[src/rtl/ps2_pkg.sv]
// Shared PS/2 receiver types: frame FSM states, frame geometry and the parity check.
package ps2_pkg;

  localparam int unsigned FRAME_DATA_BITS = 8;
  localparam int unsigned BITCNT_W        = $clog2(FRAME_DATA_BITS);

  typedef enum logic [1:0] {
    IDLE,
    DATA,
    PARITY,
    STOP
  } ps2_state_e;

  // True when data plus parity bit hold an odd number of ones.
  function automatic logic odd_parity_ok(input logic [FRAME_DATA_BITS-1:0] data,
                                         input logic                       par);
    return ^{data, par};
  endfunction

endpackage

[src/rtl/sync_fifo.sv]
// First-word-fall-through FIFO with an extra level bit so full never reads as empty.
module sync_fifo #(
  parameter int unsigned WIDTH = 8,
  parameter int unsigned DEPTH = 8
) (
  input  logic                   clk,
  input  logic                   rst,
  input  logic                   wr_en,
  input  logic [WIDTH-1:0]       wr_data,
  input  logic                   rd_en,
  output logic [WIDTH-1:0]       rd_data,
  output logic                   full,
  output logic                   empty,
  output logic [$clog2(DEPTH):0] level
);

  localparam int unsigned AW = $clog2(DEPTH);

  logic [WIDTH-1:0] mem [DEPTH];
  logic [AW-1:0]    wr_ptr;
  logic [AW-1:0]    rd_ptr;
  logic             do_wr;
  logic             do_rd;

  assign full  = (level == (AW+1)'(DEPTH));
  assign empty = (level == '0);

  // A pop frees the slot the simultaneous push lands in; a pop on empty is ignored.
  assign do_wr = wr_en & (~full | rd_en);
  assign do_rd = rd_en & ~empty;

  always_ff @(posedge clk) begin
    if (rst) begin
      wr_ptr <= '0;
      rd_ptr <= '0;
      level  <= '0;
    end else begin
      if (do_wr) wr_ptr <= wr_ptr + AW'(1);
      if (do_rd) rd_ptr <= rd_ptr + AW'(1);
      if (do_wr && !do_rd)      level <= level + (AW+1)'(1);
      else if (!do_wr && do_rd) level <= level - (AW+1)'(1);
    end
  end

  always_ff @(posedge clk) begin
    if (do_wr) mem[wr_ptr] <= wr_data;
  end

  assign rd_data = empty ? '0 : mem[rd_ptr];

endmodule

[src/rtl/ps2_rx_fifo.sv]
// PS/2 device-to-host receiver: synchroniser, frame FSM with timeout, buffered
// in a FWFT FIFO with sticky error/overflow flags and a selectable interrupt.
module ps2_rx_fifo
  import ps2_pkg::*;
#(
  parameter int unsigned SYNC_STAGES    = 2,
  parameter int unsigned FIFO_DEPTH     = 8,
  parameter int unsigned TIMEOUT_CYCLES = 4000,
  parameter int unsigned INT_MODE       = 0
) (
  input  logic                          clk,
  input  logic                          rst,
  input  logic                          ps2_clk_i,
  input  logic                          ps2_data_i,
  input  logic                          rd_en,
  input  logic                          clear_int,
  output logic [7:0]                    rd_data,
  output logic                          rd_valid,
  output logic                          fifo_full,
  output logic [$clog2(FIFO_DEPTH):0]   level,
  output logic                          overflow,
  output logic                          frame_err,
  output logic                          int_o
);

  localparam int unsigned TO_W = $clog2(TIMEOUT_CYCLES + 1);

  logic [SYNC_STAGES-1:0]     clk_sync;
  logic [SYNC_STAGES-1:0]     dat_sync;
  logic                       sync_q;
  logic                       fall_q;
  logic                       data_q;
  ps2_state_e                 state_q;
  ps2_state_e                 next_state;
  logic [BITCNT_W-1:0]        bitcnt;
  logic [FRAME_DATA_BITS-1:0] shreg;
  logic                       par_q;
  logic [TO_W-1:0]            to_cnt;
  logic                       push_c;
  logic                       bad_c;
  logic                       timeout_c;
  logic                       accept_c;
  logic                       drop_c;
  logic                       fifo_empty;
  logic                       int_q;

  // Synchronisers idle high so reset never fabricates a falling edge.
  always_ff @(posedge clk) begin
    if (rst) begin
      clk_sync <= '1;
      dat_sync <= '1;
      sync_q   <= 1'b1;
      fall_q   <= 1'b0;
      data_q   <= 1'b1;
    end else begin
      clk_sync <= {clk_sync[SYNC_STAGES-2:0], ps2_clk_i};
      dat_sync <= {dat_sync[SYNC_STAGES-2:0], ps2_data_i};
      sync_q   <= clk_sync[SYNC_STAGES-1];
      fall_q   <= sync_q & ~clk_sync[SYNC_STAGES-1];
      data_q   <= dat_sync[SYNC_STAGES-1];
    end
  end

  always_ff @(posedge clk) begin
    if (rst) state_q <= IDLE;
    else     state_q <= next_state;
  end

  // Timeout has priority only when no edge arrives in the same cycle.
  always_comb begin
    next_state = state_q;
    push_c     = 1'b0;
    bad_c      = 1'b0;
    timeout_c  = 1'b0;
    if (state_q != IDLE && !fall_q && to_cnt == TO_W'(TIMEOUT_CYCLES - 1)) begin
      next_state = IDLE;
      timeout_c  = 1'b1;
    end else if (fall_q) begin
      case (state_q)
        IDLE:   if (!data_q) next_state = DATA;
        DATA:   if (bitcnt == BITCNT_W'(FRAME_DATA_BITS - 1)) next_state = PARITY;
        PARITY: next_state = STOP;
        STOP: begin
          next_state = IDLE;
          if (data_q && odd_parity_ok(shreg, par_q)) push_c = 1'b1;
          else                                      bad_c  = 1'b1;
        end
        default: next_state = IDLE;
      endcase
    end
  end

  always_ff @(posedge clk) begin
    if (rst) begin
      bitcnt <= '0;
      shreg  <= '0;
      par_q  <= 1'b0;
      to_cnt <= '0;
    end else begin
      if (state_q == IDLE || fall_q) to_cnt <= '0;
      else                           to_cnt <= to_cnt + TO_W'(1);
      if (fall_q) begin
        case (state_q)
          IDLE:    bitcnt <= '0;
          DATA: begin
            shreg  <= {data_q, shreg[FRAME_DATA_BITS-1:1]};
            bitcnt <= bitcnt + BITCNT_W'(1);
          end
          PARITY:  par_q <= data_q;
          default: ;
        endcase
      end
    end
  end

  assign accept_c = push_c & (~fifo_full | rd_en);
  assign drop_c   = push_c & fifo_full & ~rd_en;

  sync_fifo #(
    .WIDTH (FRAME_DATA_BITS),
    .DEPTH (FIFO_DEPTH)
  ) u_fifo (
    .clk     (clk),
    .rst     (rst),
    .wr_en   (push_c),
    .wr_data (shreg),
    .rd_en   (rd_en),
    .rd_data (rd_data),
    .full    (fifo_full),
    .empty   (fifo_empty),
    .level   (level)
  );

  assign rd_valid = ~fifo_empty;

  // Sticky flags: a set event outranks a clear in the same cycle.
  always_ff @(posedge clk) begin
    if (rst) begin
      overflow  <= 1'b0;
      frame_err <= 1'b0;
      int_q     <= 1'b0;
    end else begin
      if (drop_c)                overflow <= 1'b1;
      else if (clear_int)        overflow <= 1'b0;
      if (bad_c || timeout_c)    frame_err <= 1'b1;
      else if (clear_int)        frame_err <= 1'b0;
      if (accept_c)              int_q <= 1'b1;
      else if (clear_int)        int_q <= 1'b0;
    end
  end

  assign int_o = (INT_MODE != 0) ? rd_valid : int_q;

endmodule

[config.mk]
export PLATFORM = sky130hd
export DESIGN_NAME = ps2_rx_fifo
export DESIGN_NICKNAME = d
export VERILOG_FILES = /design/src/rtl/ps2_pkg.sv /design/src/rtl/sync_fifo.sv /design/src/rtl/ps2_rx_fifo.sv
export SDC_FILE = /design/constraint.sdc
export NUM_CORES = 1
export LEC_CHECK = 0
export ABC_AREA = 1
export BUFFER_PORTS_ARGS = -buffer_cell sky130_fd_sc_hd__buf_2
export CAP_MARGIN = 10
export CORE_MARGIN = 2
export CORE_UTILIZATION = 45
export CTS_CLUSTER_DIAMETER = 100
export CTS_CLUSTER_SIZE = 8
export DETAILED_ROUTE_END_ITERATION = 10
export GPL_ROUTABILITY_DRIVEN = 0
export PLACE_DENSITY_LB_ADDON = 0.25
export RECOVER_POWER = 25
export SYNTH_ARGS = -nofsm -noshare
export SYNTH_HDL_FRONTEND = slang
export SYNTH_SLANG_ARGS = --single-unit
[constraint.sdc]
create_clock -name clk -period 6.2 [get_ports clk]
set_input_delay 0.31 -clock clk [delete_from_list [all_inputs] [get_ports clk]]
set_output_delay 0.31 -clock clk [all_outputs]
set_load 0.01 [all_outputs]
; Word level (Yosys, flattened, before mapping)
; Memory sizes are Yosys's and may differ from the RTL's. A register that Yosys moved wholly into a read port is not among the register bits.
; Index checks and enable logic that the tools add are counted.
[word_totals]
ff_bits = 46
latchBits = 0
ramBits = 64
mem_bits_ro = 0
input_bits = 6
output_inout_bits = 17
elab_cells = 90
memories = 1
[classes]
add_sub_neg = 6
multipliers = 0
div = 0
n_lt_le_gt_ge = 0
eq_ne = 8
n_shift = 0
n_mux = 24
bitwise_logic = 10
n_reduce_logical = 25
[mem_list]
columns = memory, depth, width, read_ports, rd_clocked_by_memory_dff, wr, line
row1 = u_fifo.mem, 8, 8, 1, 1, 1, sync_fifo.sv:19  ; logic [WIDTH-1:0] mem [DEPTH];
[op_table]
columns = op, count
row1 = 1-bit two-way mux, 15
row2 = "12-bit by 1-bit adder with 12-bit output, second input constant", 1
row3 = "12-bit equality test, second input constant", 1
row4 = 2-bit nonzero test, 6
row5 = "3-bit by 1-bit adder with 3-bit output, second input constant", 3
row6 = 9-bit parity, 1
row7 = 4-bit two-way mux, 2
row8 = 8-bit two-way mux, 1
row9 = 2-bit case mux with 4 select lines, 1
row10 = 3-bit two-way mux, 2
row11 = 3-bit case mux with 2 select lines, 1
row12 = 2-bit AND reduction, 3
row13 = 1-bit AND, 5
row14 = 1-bit logical AND, 5
row15 = "4-bit by 1-bit adder with 4-bit output, second input constant", 1
row16 = "2-bit equality test, second input constant", 2
row17 = "4-bit equality test, second input constant", 1
row18 = 4-bit logical NOT, 1
row19 = 2-bit two-way mux, 2
row20 = "2-bit inequality test, second input constant", 2
row21 = 1-bit NOT, 4
row22 = 2-bit OR reduction, 2
row23 = "4-bit by 1-bit subtractor with 4-bit output, second input constant", 1
row24 = "3-bit equality test, second input constant", 1
row25 = other kinds (6), 9

; Longest topological paths before layout
; Gate-level depths: netlist of the first run.
[depth]
depth_word = 11
ltp_mapped = 22
ltp_nobuf = 22

; By module
; Synthesis of the first run repeated with hierarchy kept, for this count alone.
[hier_totals]
cells_unflattened = 576
hier_area_um2 = 5167.5
[modules_own_cells]
columns = module, instances, cells_per_inst, area_per_inst_um2, seq_area_each_um2
row1 = sync_fifo, 1, 363, 3570.9, 2182.1
row2 = ps2_rx_fifo, 1, 213, 1596.5, 720.7

; Worst setup path after synthesis of the first run
; Ideal clock, no wire load.
[synth_path]
path_type = reg-to-reg
start = register u_fifo.level[0]
end = register u_fifo.level[3]
setup_time_ps = 119
arrival_ps = 2266
required_time_ps = 6081
slack_ps = 3815
path_stages_with_launch = 18
n_path_buf = 0
period_less_slack_ps = 2385
cell_sequence = dfxtp_1 -> nor2_1 -> inv_1 -> nor3_2 -> nand2_1 -> nand4_4 -> inv_2 -> ha_1 -> inv_1 -> ha_1 -> nand2_1 -> nand2_1 -> a21oi_1 -> nor2_1 -> nor2_1 -> nand2_1 -> o21ai_0 -> a21oi_1
[synth_between]
elab_chain_len = 7
elab_cells_between_ends = 16
cone_classes = add/sub: 2 / eq/ne: 1 / mux: 2 / bitwise: 5 / reduce/logical: 6
[synth_rtl]
columns = item, line
row1 = start: declaration, sync_fifo.sv:14  ; output logic [$clog2(DEPTH):0] level
row2 = start signal: assignment, sync_fifo.sv:40  ; if (do_wr && !do_rd) level <= level + (AW+1)'(1);
row3 = start signal: assignment, sync_fifo.sv:41  ; else if (!do_wr && do_rd) level <= level - (AW+1)'(1);
row4 = 4-bit equality test *, sync_fifo.sv:25  ; assign full = (level == (AW+1)'(DEPTH));
row5 = net fifo_full, ps2_rx_fifo.sv:19  ; output logic fifo_full,
row6 = 1-bit NOT *, n/a
row7 = 1-bit bitwise OR *, n/a
row8 = 1-bit AND *, n/a
row9 = net accept_c, ps2_rx_fifo.sv:42  ; logic accept_c;
row10 = 1-bit logical NOT, sync_fifo.sv:41
row11 = 1-bit logical AND, sync_fifo.sv:41
row12 = 2-bit nonzero test (no line), n/a
; Mark *: on every way through the listed nets, which the timed path passes. The rest lies on a longest branch. The select of a mux whose other input is x is not followed.
; A chain may end at the register's enable or synchronous reset.

; Worst setup path after layout of the first run
[layout_path]
start = register shreg[2]
end = register u_fifo.level[3]
[layout_between]
elab_chain_len = 10
elab_cells_between_ends = 12
cone_classes = mux: 5 / bitwise: 1 / reduce/logical: 6
[layout_rtl]
columns = item, line
row1 = start: declaration, ps2_rx_fifo.sv:36  ; logic [FRAME_DATA_BITS-1:0] shreg;
row2 = start signal: assignment, ps2_rx_fifo.sv:106  ; shreg <= {data_q, shreg[FRAME_DATA_BITS-1:1]};
row3 = 9-bit parity *, ps2_pkg.sv:17  ; return ^{data, par};
row4 = 1-bit logical AND *, ps2_rx_fifo.sv:85  ; if (data_q && odd_parity_ok(shreg, par_q)) push_c = 1'b1;
row5 = 1-bit two-way mux *, ps2_rx_fifo.sv:85
row6 = 1-bit two-way mux *, ps2_rx_fifo.sv:79  ; case (state_q)
row7 = 1-bit two-way mux *, ps2_rx_fifo.sv:78  ; end else if (fall_q) begin
row8 = 1-bit two-way mux *, ps2_rx_fifo.sv:75  ; if (state_q != IDLE && !fall_q && to_cnt == TO_W'(TIMEOUT_CYCLES - 1)) begin
row9 = 1-bit AND *, n/a
row10 = net accept_c, ps2_rx_fifo.sv:42
row11 = 1-bit logical NOT, sync_fifo.sv:41
row12 = 1-bit logical AND, sync_fifo.sv:41
row13 = 2-bit nonzero test (no line), n/a
; Mark *: on every way through the listed nets, which the timed path passes. The rest lies on a longest branch.

==> results of run 1 <==
[flip-flops by register name, indices dropped and copies added, names as in the netlist, 2 cells and up, named ones only]
name	count
u_fifo.rd_ptr	3
to_cnt	12
dat_sync	2
clk_sync	2
u_fifo.level	4
u_fifo.mem	64
state_q	2
u_fifo.wr_ptr	3
bitcnt	3
shreg	8
[worst register-to-register path: cells and delay by family, from the launching register on]
family | cells | cell delay, ns
flops | 1 | 0.56
buf+inv | 3 | 0.31
fa+ha+maj | 2 | 0.47
simple gates | 13 | 1.06
compound gates | 3 | 0.36
[kinds of logic after synthesis]
family | share of synthesized area, %
AO/OA/AOI/OAI | 11.63
XOR/XNOR | 0.7350
adder cells (fa/ha/maj) | 3.570
buffers and inverters | 4.804
flip-flops | 60.91
AND/OR/NAND/NOR | 18.35
[worst max path at each step]
stage | from | end | slack [ns] | cells after the start
3_3_place_gp | shreg[2] | u_fifo.level[3] | 3.49 | 21
2_1_floorplan | u_fifo.level[0] | u_fifo.level[3] | 3.82 | 17
6_report | shreg[2] | u_fifo.level[3] | 3.35 | 21
4_1_cts | shreg[2] | u_fifo.level[3] | 3.35 | 21
3_5_place_dp | shreg[2] | u_fifo.level[3] | 3.41 | 21
5_1_grt | shreg[2] | u_fifo.level[3] | 3.06 | 21
[layer usage]
metal / track usage, % / wire length, um
met1: 23.40 / 4535
met2: 30.12 / 4674
met3: 5.228 / 420
met4: 5.937 / 122
met5: 0 / 0
[cell usage in the layout, fill, tap and decap left out, types with 2 or more instances in the layout]
master,Yosys,final
edfxtp_1,64,64
inv_1,42,42
bufinv_16,0,3
nor2_1,88,88
nor3_2,2,2
inv_2,6,6
ha_1,12,12
clkinv_2,0,5
nand2_2,2,2
xor2_1,4,4
o21ai_0,60,60
clkbuf_16,0,16
a21oi_1,28,28
dfxtp_1,49,49
buf_2,0,22
nor2_2,7,7
clkbuf_1,12,3
clkinv_1,0,2
dlygate4sd3_1,0,2
or2_2,6,6
nand3_1,16,16
a31oi_1,9,9
nand2_1,72,72
nor3_1,3,3
o22ai_1,8,8
[power by group through the flow]
stage | Clock, uW | Sequential, uW | Combinational [uW]
6_report | 924 | 854 | 460
5_1_grt | 973 | 860 | 520
4_1_cts | 937 | 855 | 460
3_5_place_dp | 0 | 869 | 459
3_3_place_gp | 0 | 869 | 445
2_1_floorplan | 0 | 859 | 311
[stage by stage]
| step | total power [uW] | hold slack [ns] |
|---|---|---|
| final | 2238 | 0.08067 |
| after global routing | 2352 | 0.1166 |
| after CTS | 2252 | 0.06344 |
| after detailed placement | 1328 | 0.3959 |
| after global placement | 1314 | 0.3968 |
| after floorplan | 1170 | 0.3895 |
[area by class of cell]
type / count / area share (%)
clock buffer: 20 / 7.610
multi-input combinational: 326 / 29.23
tap: 136 / 3.044
clock inverter: 12 / 2.507
sequential: 113 / 51.92
timing repair buffer: 25 / 2.462
inverter: 48 / 3.223
[timing repair]
action	in CTS	in global routing
endpoints found under the hold margin	2	0
hold buffers	2	0
setup endpoints to repair	0	0
setup buffers	0	0
==> impl_metrics.env, run 1 <==
export IMPL_io_buffers=22
export IMPL_num_rows=37
export IMPL_finalWorstSetupSlack_ns=3.354
export IMPL_switching_share_pct=29.50
export IMPL_synth_edf_count=64
export IMPL_rr_endpoint="u_fifo.level[3]"
export IMPL_async_reset_ff_share_pct=0
export IMPL_worstSetupStartpointType="flip-flop"
export IMPL_syn_avg_cell_area_sq_um=9.532
export IMPL_synth_seq_cells=113
export IMPL_synthCells=500
export IMPL_final_period_utilization_pct=45.90
export IMPL_min_period_ns=2.846
export IMPL_die_area_sq_um=11430
export IMPL_clock_sinks=113
export IMPL_place_area_sq_um=5005
export IMPL_synth_most_common_cell="nor2_1"
export IMPL_post_dp_hpwl_mm=6.095
export IMPL_synthFlopType="edfxtp_1"
export IMPL_drtIter0Drc=231
export IMPL_rsz0062_at_grt="false"
export IMPL_hold_path_class="in2reg"
export IMPL_drive_gt1_share_pct=13.79
export IMPL_firstDrtPassIters=5
export IMPL_diodes=0
export IMPL_tightest_slew_ns=0.8856
export IMPL_synth_commonest_cells="nor2_1, nand2_1, edfxtp_1"
export IMPL_p_seq_share_pct=38.2
export IMPL_setup_viol=0
export IMPL_ys_types=29
export IMPL_outcome="finished clean"
export IMPL_path_clk_slew_ns=0.05
export IMPL_critPathKind="reg2reg"
export IMPL_initial_core_util_pct=46.16
export IMPL_ioPinCount=23
export IMPL_antenna_found_initial=0
export IMPL_p_comb_share_pct=20.5
export IMPL_whs_path_depth=4
export IMPL_post_place_ws_ns=3.412
export IMPL_synth_top_area_cell="edfxtp_1"
export IMPL_cts_repair_resized=0
export IMPL_cts_tree="built"
export IMPL_die_h_um=106.9
export IMPL_slew_viol_final=0
export IMPL_min_from="clear_int"
export IMPL_power_density_nw_per_um2=400.3
export IMPL_power_leakage_uw=0.002051
export IMPL_peakVddDrop_uv=273.7
export IMPL_fill_cells=912
export IMPL_skew_ns=0.01176
export IMPL_cpMostUsedCell="nand2_1"
export IMPL_internal_power_uw=1578
export IMPL_wl_mm=9.752
export IMPL_whs_endpoint="int_o"
export IMPL_clk_latency_ns=0.51
export IMPL_crit_family="simple AND/OR/NAND/NOR gates"
export IMPL_cpPeakStageDelay_ns=0.56
export IMPL_crit_fanout=12
export IMPL_grt_pass1_vias=3277
export IMPL_multi_input_area_sq_um=1634
export IMPL_core_area_sq_um=10320
export IMPL_cts_root_buffer="clkbuf_8"
export IMPL_yosys_warnings=0
export IMPL_r2r_start="shreg[2]"
export IMPL_tns_ns=0
export IMPL_synthToLayoutAreaGrowth_pct=17.30
export IMPL_finalHoldViolCount=0
export IMPL_avgViaCountPerCell=5.115
export IMPL_route_detailed_wl_per_inst_um=14.34
export IMPL_worst_r2r_setup_slack_ns=3.35
export IMPL_cp_buffers_inverters=3
export IMPL_syn_nets=519
export IMPL_fin_area_sq_um=5590
export IMPL_timing_slew_headroom_pct=40.74
export IMPL_drc=0
export IMPL_grt_max_degree=34
export IMPL_cp_cell_sequence="inv_1, nand2_1, nand2_1, nand2_2, nand2_1, nand2_1, nand3_1, nand2_2, nand4_4, inv_2, ha_1, inv_1, ha_1, nand2_1, nand2_1, a21oi_1, nor2_1, nor2_1, nand2_1, o21ai_0, a21oi_1"
export IMPL_instances_no_fill=680
export IMPL_clock_power_share_pct=41.3
export IMPL_fp_dieW_um=106.9
export IMPL_synth_area_sq_um=4766
export IMPL_clk_path_buf_depth=2
export IMPL_layout_nets=550
export IMPL_fmax_ghz=0.3514
export IMPL_num_vias=3478
export IMPL_drtAntennaViolNets=0
export IMPL_grt_pass1_wl_mm=15.95
export IMPL_worst_path_max_delay_cell="dfxtp_1"
export IMPL_numCtsBuffers=17
export IMPL_seq_area_frac_synth_pct=60.91
export IMPL_overflow=0
export IMPL_maxCapViolCount=0
export IMPL_gr_usage_all_layers_pct=18.31
export IMPL_synth_area_leaders="edfxtp_1, dfxtp_1, nor2_1"
export IMPL_htreeDepth=4
export IMPL_cp_required_ns=6.60
export IMPL_final_core_util_pct=54.15
export IMPL_dp_cells=646
export IMPL_regArea_sq_um=2903
export IMPL_r2r_cells=21
export IMPL_cp_end_kind="flip-flop"
export IMPL_arrival_ns=3.24
export IMPL_power_switching_uw=660.1
export IMPL_yosysTopAreaCellShare_pct=40.33
(Power assumes the default switching activity.)
==> run 2: changes to the inputs <==
ABC_AREA = 0   (was 1)
clock period = 2.8 ns   (was 6.2 ns; I/O delays follow)
==> run 2 against run 1 <==
Effect of this change: die area decreased by 3.9%; register-to-register slack got worse by 3.3 ns; sequential cell count unchanged; final area about the same; fmax increased by 5.1%; clock skew decreased by 0.0046 ns; core utilization increased by 2.8 points; area after synthesis decreased by 4.0%; setup slack got worse by 3.3 ns; sequential share of layout area about the same; wire length decreased by 15%; first-iteration DRC count decreased by 35%.
==> impl_metrics.env, run 2 <==
export IMPL_cts_tree="built"
export IMPL_internal_power_uw=3350
export IMPL_firstDrtPassIters=4
export IMPL_outcome="finished clean"
export IMPL_path_clk_slew_ns=0.05
export IMPL_htreeDepth=4
export IMPL_synth_top_area_cell="edfxtp_1"
export IMPL_maxCapViolCount=0
export IMPL_wl_mm=8.328
export IMPL_cp_cell_sequence="or4b_4, o211ai_1, mux2i_4, ha_4, inv_2, ha_4, a21o_1, a21oi_2, xnor2_1, or3_1, a21oi_1"
export IMPL_layout_common_cells="edfxtp_1, dfxtp_1, nor2_1, nand2_1, buf_2"
export IMPL_clk_latency_ns=0.50
export IMPL_setup_viol=0
export IMPL_yosysTopAreaCellShare_pct=42.01
export IMPL_crit_family="simple AND/OR/NAND/NOR gates"
export IMPL_cpPeakStageDelay_ns=0.54
export IMPL_synthCells=341
export IMPL_power_leakage_uw=0.002020
export IMPL_worst_path_max_delay_cell="or4b_4"
export IMPL_num_vias=2769
export IMPL_clock_sinks=113
export IMPL_cts_root_buffer="clkbuf_8"
export IMPL_crit_fanout=3
export IMPL_num_rows=36
export IMPL_cp_required_ns=3.22
export IMPL_initial_core_util_pct=46.59
export IMPL_grt_pass1_wl_mm=13.48
export IMPL_grt_max_degree=37
export IMPL_drtIter0Drc=151
export IMPL_core_area_sq_um=9819
export IMPL_route_detailed_wl_per_inst_um=15.25
export IMPL_skew_ns=0.007121
export IMPL_synthToLayoutAreaGrowth_pct=22.29
export IMPL_min_period_ns=2.709
export IMPL_cpMostUsedCell="ha_4"
export IMPL_synth_commonest_cells="edfxtp_1, dfxtp_1, nor2_1"
export IMPL_clock_power_share_pct=43.0
export IMPL_power_switching_uw=1120
export IMPL_seq_area_frac_synth_pct=63.46
export IMPL_finalHoldViolCount=0
export IMPL_layout_nets=419
export IMPL_avgViaCountPerCell=5.071
export IMPL_max_flop_register="u_fifo.mem"
export IMPL_synth_most_common_cell="edfxtp_1"
export IMPL_numCtsBuffers=17
export IMPL_arrival_ns=3.13
export IMPL_fp_dieW_um=104.8
export IMPL_ys_types=41
export IMPL_syn_avg_cell_area_sq_um=13.41
export IMPL_worstSetupStartpointType="flip-flop"
export IMPL_syn_nets=360
export IMPL_tightest_slew_ns=0.8157
export IMPL_drc=0
export IMPL_critPathKind="reg2reg"
export IMPL_synth_area_leaders="edfxtp_1, dfxtp_1, mux4_2"
export IMPL_instances_no_fill=546
export IMPL_die_area_sq_um=10990
export IMPL_finalWorstSetupSlack_ns=0.09127
export IMPL_drtAntennaViolNets=0
export IMPL_hold_path_class="in2reg"
export IMPL_top_regs="u_fifo.mem (64), to_cnt (12), shreg (8)"
export IMPL_synth_area_sq_um=4574
export IMPL_synth_edf_count=64
export IMPL_post_place_ws_ns=-0.02419
export IMPL_io_buffers=22
export IMPL_cp_buffers_inverters=1
export IMPL_timing_slew_headroom_pct=45.55
export IMPL_gr_usage_all_layers_pct=16.20
export IMPL_final_period_utilization_pct=96.74
export IMPL_antenna_found_initial=0
export IMPL_synth_seq_cells=113
export IMPL_post_dp_hpwl_mm=5.403
export IMPL_p_comb_share_pct=16.5
export IMPL_die_h_um=104.8
export IMPL_grt_pass1_vias=2703
export IMPL_cp_end_kind="flip-flop"
export IMPL_largest_register_ffs=64
export IMPL_ioPinCount=23
export IMPL_switching_share_pct=25.05
export IMPL_async_reset_ff_share_pct=0
export IMPL_final_common_cell="edfxtp_1"
export IMPL_yosys_warnings=0
export IMPL_synthFlopType="edfxtp_1"
export IMPL_overflow=0
export IMPL_slew_viol_final=0
export IMPL_fmax_ghz=0.3692
export IMPL_drive_gt1_share_pct=25.67
export IMPL_diodes=0
export IMPL_power_density_nw_per_um2=799.0
export IMPL_clk_path_buf_depth=2
export IMPL_peakVddDrop_uv=429.8
export IMPL_dp_cells=509
export IMPL_p_seq_share_pct=40.5
==> run 2: per-stage QoR <==
| step | total power [uW] | cell area [sq um] | util [%] | hold WS (ns) | TNS (ns) |
|---|---|---|---|---|---|
| floorplan | 2316 | 4582 | - | 0.2438 | 0 |
| global placement | 2545 | 4999 | 50.90 | 0.3250 | 0 |
| detailed placement | 2564 | 4999 | 50.90 | 0.3253 | -0.02419 |
| CTS | 4507 | 5584 | 56.87 | 0.1069 | 0 |
| global route | 4662 | 5594 | 56.97 | 0.1441 | -0.01264 |
| finish | 4470 | 5594 | 56.97 | 0.1346 | 0 |
==> run 2: worst paths after layout <==
path,startpoint,endpoint,slack (ns),cells past startpoint
min,rst,u_fifo.level[1],0.13,2
max reg2reg,u_fifo.level[0],u_fifo.level[3],0.09,11
min reg2reg,clk_sync[0],clk_sync[1],0.40,1
max,u_fifo.level[0],u_fifo.level[3],0.09,11
==> run 2: repair_timing <==
item,4_1_cts,5_1_grt
buffers inserted,0,1
hold endpoints to repair,6,0
cloned,0,0
pin swaps,1,9
hold buffers,4,0
resized for setup,1,5
setup endpoints to repair,1,1
==> run 2: power by group through the flow <==
stage	logic [uW]	clock network, uW	registers (uW)
global placement	704	0	1840
global route	823	2030	1810
floorplan	458	0	1860
detailed placement	720	0	1840
finish	740	1920	1810
CTS	735	1960	1810
==> run 2: metal layers <==
layer / routed length [um] / GRT usage (%)
met5: 0 / 0
met4: 73 / 5.714
met3: 307 / 4.367
met2: 4145 / 27.46
met1: 3802 / 19.98
==> run 2: kinds of logic after synthesis <==
group,count (synthesis),share of synthesized area (%)
AO/OA/AOI/OAI,29,3.583
adder cells (fa/ha/maj),13,3.720
buffers and inverters,22,1.860
XOR/XNOR,21,4.677
AND/OR/NAND/NOR,114,11.68
multiplexers,29,11.02
flip-flops,113,63.46
==> run 2: layout make-up <==
class                      count  area [sq um]
fill                         825          4225
sequential                   113          2907
multi-input combinational    206          1619
clock buffer                  22         452.9
timing repair buffer          52         322.8
tap                          133         166.4
clock inverter                10         88.84
inverter                      10         37.54
